--- config.mk ---
export PLATFORM = sky130hd
export DESIGN_NAME = firebird_mc_ctrl
export DESIGN_NICKNAME = d
export VERILOG_FILES = /design/src/rtl/firebird_mc_ctrl.sv
export SDC_FILE = /design/constraint.sdc
export NUM_CORES = 1
export LEC_CHECK = 0
export CAP_MARGIN = 20
export CORE_MARGIN = 4
export CORE_UTILIZATION = 43
export CTS_CLUSTER_DIAMETER = 40
export DETAILED_ROUTE_END_ITERATION = 8
export GPL_ROUTABILITY_DRIVEN = 0
export GPL_TIMING_DRIVEN = 0
export HOLD_SLACK_MARGIN = 0.03
export PLACE_DENSITY = 0.8
export SYNTH_ARGS = -nofsm -noshare
export SYNTH_HDL_FRONTEND = slang
export SYNTH_SLANG_ARGS = --single-unit
--- constraint.sdc ---
create_clock -name clk -period 2.7 [get_ports clk]
set_input_delay 0.81 -clock clk [delete_from_list [all_inputs] [get_ports clk]]
set_output_delay 0.81 -clock clk [all_outputs]
set_load 0.03 [all_outputs]
--- src/rtl/firebird_mc_ctrl.sv ---
// Multi-cycle main controller for the Firebird RV32I core: sequences the shared
// datapath through FETCH/DECODE/EXEC/MEM/WB and stalls on the memory handshake.
module firebird_mc_ctrl #(
    parameter int INST_W = 32,
    parameter int CNT_W  = 32
) (
    input  logic              clk,
    input  logic              rst,
    input  logic [INST_W-1:0] inst,
    input  logic              alu_zero,
    input  logic              mem_ready,
    output logic              mem_req,
    output logic              mem_we,
    output logic              mem_sel_inst,
    output logic              ir_we,
    output logic              pc_we,
    output logic              pc_src,
    output logic              alu_src_a,
    output logic [1:0]        alu_src_b,
    output logic [1:0]        alu_op,
    output logic              aluout_we,
    output logic              rf_we,
    output logic              wb_sel,
    output logic              illegal,
    output logic [2:0]        state,
    output logic [CNT_W-1:0]  instret
);

    localparam logic [2:0] S_FETCH  = 3'd0;
    localparam logic [2:0] S_DECODE = 3'd1;
    localparam logic [2:0] S_EXEC   = 3'd2;
    localparam logic [2:0] S_MEM    = 3'd3;
    localparam logic [2:0] S_WB     = 3'd4;
    localparam logic [2:0] S_HALT   = 3'd5;

    localparam logic [6:0] OP_LOAD   = 7'b0000011;
    localparam logic [6:0] OP_STORE  = 7'b0100011;
    localparam logic [6:0] OP_BRANCH = 7'b1100011;
    localparam logic [6:0] OP_RALU   = 7'b0110011;
    localparam logic [6:0] OP_IALU   = 7'b0010011;

    logic [2:0]       state_q;
    logic [2:0]       state_d;
    logic             illegal_q;
    logic [CNT_W-1:0] instret_q;
    logic             retire;

    logic [6:0] opcode;
    logic [2:0] funct3;
    logic       is_load;
    logic       is_store;
    logic       is_beq;
    logic       is_bne;
    logic       is_branch;
    logic       is_ralu;
    logic       is_ialu;
    logic       is_legal;
    logic       unused_inst;

    assign opcode      = inst[6:0];
    assign funct3      = inst[14:12];
    assign unused_inst = ^{inst[INST_W-1:15], inst[11:7]};

    assign is_load   = (opcode == OP_LOAD);
    assign is_store  = (opcode == OP_STORE);
    assign is_beq    = (opcode == OP_BRANCH) && (funct3 == 3'b000);
    assign is_bne    = (opcode == OP_BRANCH) && (funct3 == 3'b001);
    assign is_branch = is_beq || is_bne;
    assign is_ralu   = (opcode == OP_RALU);
    assign is_ialu   = (opcode == OP_IALU);
    assign is_legal  = is_load || is_store || is_branch || is_ralu || is_ialu;

    always_comb begin
        state_d      = state_q;
        retire       = 1'b0;
        mem_req      = 1'b0;
        mem_we       = 1'b0;
        mem_sel_inst = 1'b0;
        ir_we        = 1'b0;
        pc_we        = 1'b0;
        pc_src       = 1'b0;
        alu_src_a    = 1'b0;
        alu_src_b    = 2'b00;
        alu_op       = 2'b00;
        aluout_we    = 1'b0;
        rf_we        = 1'b0;
        wb_sel       = 1'b0;

        case (state_q)
            S_FETCH: begin
                mem_req      = 1'b1;
                mem_sel_inst = 1'b1;
                alu_src_b    = 2'b01;
                if (mem_ready) begin
                    ir_we   = 1'b1;
                    pc_we   = 1'b1;
                    state_d = S_DECODE;
                end
            end
            S_DECODE: begin
                // Branch target = old PC + imm, parked in the ALU-out register.
                alu_src_b = 2'b10;
                aluout_we = 1'b1;
                state_d   = is_legal ? S_EXEC : S_HALT;
            end
            S_EXEC: begin
                alu_src_a = 1'b1;
                if (is_load || is_store) begin
                    alu_src_b = 2'b10;
                    aluout_we = 1'b1;
                    state_d   = S_MEM;
                end else if (is_ralu) begin
                    alu_op    = 2'b10;
                    aluout_we = 1'b1;
                    state_d   = S_WB;
                end else if (is_ialu) begin
                    alu_src_b = 2'b10;
                    alu_op    = 2'b10;
                    aluout_we = 1'b1;
                    state_d   = S_WB;
                end else if (is_branch) begin
                    alu_op  = 2'b01;
                    pc_src  = 1'b1;
                    pc_we   = (is_beq && alu_zero) || (is_bne && !alu_zero);
                    retire  = 1'b1;
                    state_d = S_FETCH;
                end else begin
                    state_d = S_HALT;
                end
            end
            S_MEM: begin
                mem_req = 1'b1;
                mem_we  = is_store;
                if (mem_ready) begin
                    retire  = is_store;
                    state_d = is_store ? S_FETCH : S_WB;
                end
            end
            S_WB: begin
                rf_we   = 1'b1;
                wb_sel  = is_load;
                retire  = 1'b1;
                state_d = S_FETCH;
            end
            S_HALT: state_d = S_HALT;
            default: state_d = S_FETCH;
        endcase

        // Reset overrides the decode in the same cycle so no strobe escapes.
        if (rst) begin
            state_d      = S_FETCH;
            retire       = 1'b0;
            mem_req      = 1'b0;
            mem_we       = 1'b0;
            mem_sel_inst = 1'b0;
            ir_we        = 1'b0;
            pc_we        = 1'b0;
            pc_src       = 1'b0;
            alu_src_a    = 1'b0;
            alu_src_b    = 2'b00;
            alu_op       = 2'b00;
            aluout_we    = 1'b0;
            rf_we        = 1'b0;
            wb_sel       = 1'b0;
        end
    end

    always_ff @(posedge clk) begin
        if (rst) begin
            state_q   <= S_FETCH;
            instret_q <= '0;
            illegal_q <= 1'b0;
        end else begin
            state_q <= state_d;
            if (retire) begin
                instret_q <= instret_q + CNT_W'(1);
            end
            if (state_q == S_DECODE && !is_legal) begin
                illegal_q <= 1'b1;
            end
        end
    end

    assign state   = rst ? S_FETCH : state_q;
    assign illegal = illegal_q;
    assign instret = instret_q;

endmodule

==> flow_metrics.env, run 1 <==
export IMPL_ys_warn_count=0
export IMPL_fp_dieW_um=78.4
export IMPL_tightest_slew_ns=0.661
export IMPL_clock_tree_root_cell="clkbuf_8"
export IMPL_crit_family="simple AND/OR/NAND/NOR gates"
export IMPL_finalSetupViolCount=1
export IMPL_fp_row_count=25
export IMPL_vias=2348
export IMPL_synth_seq_area_share_pct=33.8
export IMPL_finalHoldViolCount=0
export IMPL_dp_cells=383
export IMPL_hpwl_um=4520
export IMPL_worst_path_max_delay_cell="and4_4"
export IMPL_routed_top_layer="met4"
export IMPL_cts_htree_levels=2
export IMPL_p_total_mw=1.42
export IMPL_die_h_um=78.4
export IMPL_fin_ws_ns=-0.00562
export IMPL_netlist_area_mm2=0.00213
export IMPL_drt_iter0_drc=132
export IMPL_clock_latency_ns=0.29
export IMPL_holdWs_ns=0.499
export IMPL_fin_area_mm2=0.00306
export IMPL_fmax_mhz=370
export IMPL_synth_avg_cell_area_um2=8.38
export IMPL_startpoint_type="input port"
export IMPL_status="complete, but fails checks"
export IMPL_grt_max_degree=11
export IMPL_crit_buf_inv=2
export IMPL_drive_gt1_share_pct=22.1
export IMPL_clk_pin_slew_ns=0.07
export IMPL_synth_top_area_share_pct=33.8
export IMPL_synth_most_common_cell="dfxtp_1"
export IMPL_clkSinkCount=36
export IMPL_crit_chain="buf_6, or2_4, nor3_4, and4_4, a21o_4, buf_6"
export IMPL_worstPathArrival_ns=1.90
export IMPL_drv_cap=0
export IMPL_async_flop_share_pct=0
export IMPL_fin_crit_ns=2.71
export IMPL_met1Wirelength_um=2700
export IMPL_dr_wl_met2_um=3110
export IMPL_slowest_delay_ns=0.28
export IMPL_crit_path_end_kind="output pin"
export IMPL_netlist_top_cells_count="36 x dfxtp_1, 24 x a21oi_1, 24 x nor2_1"
export IMPL_syn_nets=291
export IMPL_antenna_found_initial=0
export IMPL_ys_flop_type="dfxtp_1"
export IMPL_cts_tree="done"
export IMPL_dieArea_mm2=0.00614
export IMPL_dr_wl_met3_um=402
export IMPL_yosysUniqueCellTypes=51
export IMPL_dpl_instance_area_mm2=0.00292
export IMPL_critical_path_class="in -> out"
export IMPL_setup_tns_ns=-0.00562
export IMPL_place_ws_ns=-1.09
export IMPL_vdd_drop_max_mv=0.332
export IMPL_synth_edf_count=0
export IMPL_synth_seq_cells=36
export IMPL_yosysTopAreaCell="dfxtp_1"
export IMPL_grt_pass1_wl_um=10800
export IMPL_required_ns=1.89
export IMPL_synth_area_leaders="dfxtp_1 34%, a21oi_1 5.6%, o31ai_1 4.6%, nor2_1 4.2%, or4_1 4.2%"
export IMPL_start_util_pct=44.8
export IMPL_overflow=0
export IMPL_synth_cells=254
export IMPL_ctsHoldBuffers=0
export IMPL_area_delta_synth_final_pct=43.9
export IMPL_cts_path_max_buffers=2
export IMPL_gr_usage_all_layers_pct=21.6
export IMPL_first_global_vias=2301
export IMPL_p_per_area_mw_per_mm2=463
export IMPL_io_pins=86
export IMPL_max_slew_margin_pct=56.0
export IMPL_finalCoreUtilization_pct=64.4
export IMPL_crit_fanout=6
export IMPL_cts_made_buffers=5
export IMPL_viasPerCell=5.90
export IMPL_violations="negative setup slack"
export IMPL_report_final_slew_viol_count=0
export IMPL_fillers=435
export IMPL_skew_ns=0.00175
export IMPL_first_pass_iters=6
export IMPL_routed_wl_um=6310
export IMPL_hold_class="reg -> reg"
export IMPL_rsz0062_at_grt="true"
export IMPL_routedWlPerCell_um=15.9
export IMPL_ant_nets=0
export IMPL_io_buffer_count=62
export IMPL_fin_cells=398
export IMPL_timing_final_crit_share_pct=100
export IMPL_p_leak_nw=1.04
export IMPL_drc=0
export IMPL_diodes=0
export IMPL_core_area_mm2=0.00475
export IMPL_crit_top_cell="buf_6"
export IMPL_fin_nets=367
-- cells in the final DEF (no fill, tap or decap), types with 5 or more instances in the layout --
cell,count
clkdlybuf4s50_1,36
dfxtp_1,35
a21oi_1,23
nor2_1,21
buf_2,13
nand4_1,12
o31ai_1,12
or4_1,12
xnor2_1,10
nand2_1,9
o21ai_0,9
buf_4,8
buf_6,7
dlygate4sd2_1,7
clkbuf_2,6
nor3_1,6
inv_1,6
nand3_1,6
and4_1,6
or3_1,6
clkbuf_8,6
clkbuf_1,5
-- repair_timing --
item,CTS,global route
pin swaps,13,8
buffers inserted,8,1
setup endpoints to repair,39,29
hold endpoints to repair,0,0
resized for setup,87,26
-- flip-flops by register name (all words and copies together) (netlist names) --
signal	cells
illegal	1
instret	32
state_q	3
-- per-layer routing --
metal  track usage, %  vias up
li1                 -     1125
met1             25.8     1123
met2             37.2       91
met3             5.16        9
met4             8.74        0
met5                0        -
-- worst reg2reg max path: stages (launching register included) --
cell	delay (ns)
dfxtp_1	0.32
buf_2	0.27
nand3b_1	0.18
o41ai_4	0.39
o21ai_2	0.13
buf_2	0.21
or4_1	0.52
a21oi_1	0.16
-- cell type report --
| type | instances | area, µm² | share of cell area (%) |
|---|---|---|---|
| buffer | 14 | 91.3 | 2.98 |
| sequential | 36 | 722 | 23.6 |
| timing repair buffer | 71 | 636 | 20.7 |
| clock buffer | 8 | 90.1 | 2.94 |
| tap | 67 | 83.8 | 2.74 |
| multi-input combinational | 195 | 1410 | 46.1 |
| inverter | 7 | 28.8 | 0.939 |
-- logic make-up after synthesis --
logic type / after synthesis / synth area share (%)
flip-flops: 36 / 33.8
adder cells (fa/ha/maj): 1 / 0.587
AND/OR/NAND/NOR: 109 / 31.7
AO/OA/AOI/OAI: 71 / 23.5
buffers and inverters: 23 / 4.58
XOR/XNOR: 13 / 5.35
multiplexers: 1 / 0.470
-- final timing paths --
path	slack, ns	end	start	depth (start not counted)
worst min-delay path	0.50	instret[30]$_SDFFE_PP0P_	instret[30]$_SDFFE_PP0P_	2
worst max register to register	0.44	instret[16]$_SDFFE_PP0P_	state_q[1]$_SDFFE_PP0P_	7
worst min register to register	0.50	instret[30]$_SDFFE_PP0P_	instret[30]$_SDFFE_PP0P_	2
worst max-delay path	-0.006	pc_we	rst	6
-- report_power, final --
group	switching, mW	internal [mW]	total [mW]
clock network	0.186	0.208	0.394
registers	0.0265	0.552	0.578
logic	0.284	0.162	0.446
total	0.497	0.921	1.42
Note: power is estimated with default switching activity, not from simulation.
==> run 2: changes to the inputs <==
--- a/config.mk
+++ b/config.mk
@@ -14,6 +14,7 @@
 export GPL_TIMING_DRIVEN = 0
 export HOLD_SLACK_MARGIN = 0.03
 export PLACE_DENSITY = 0.8
+export SLEW_MARGIN = 20
 export SYNTH_ARGS = -nofsm -noshare
 export SYNTH_HDL_FRONTEND = slang
 export SYNTH_SLANG_ARGS = --single-unit
==> results of run 2 <==
Same layout as run 1: the final DEF is identical, and so are final timing and power.
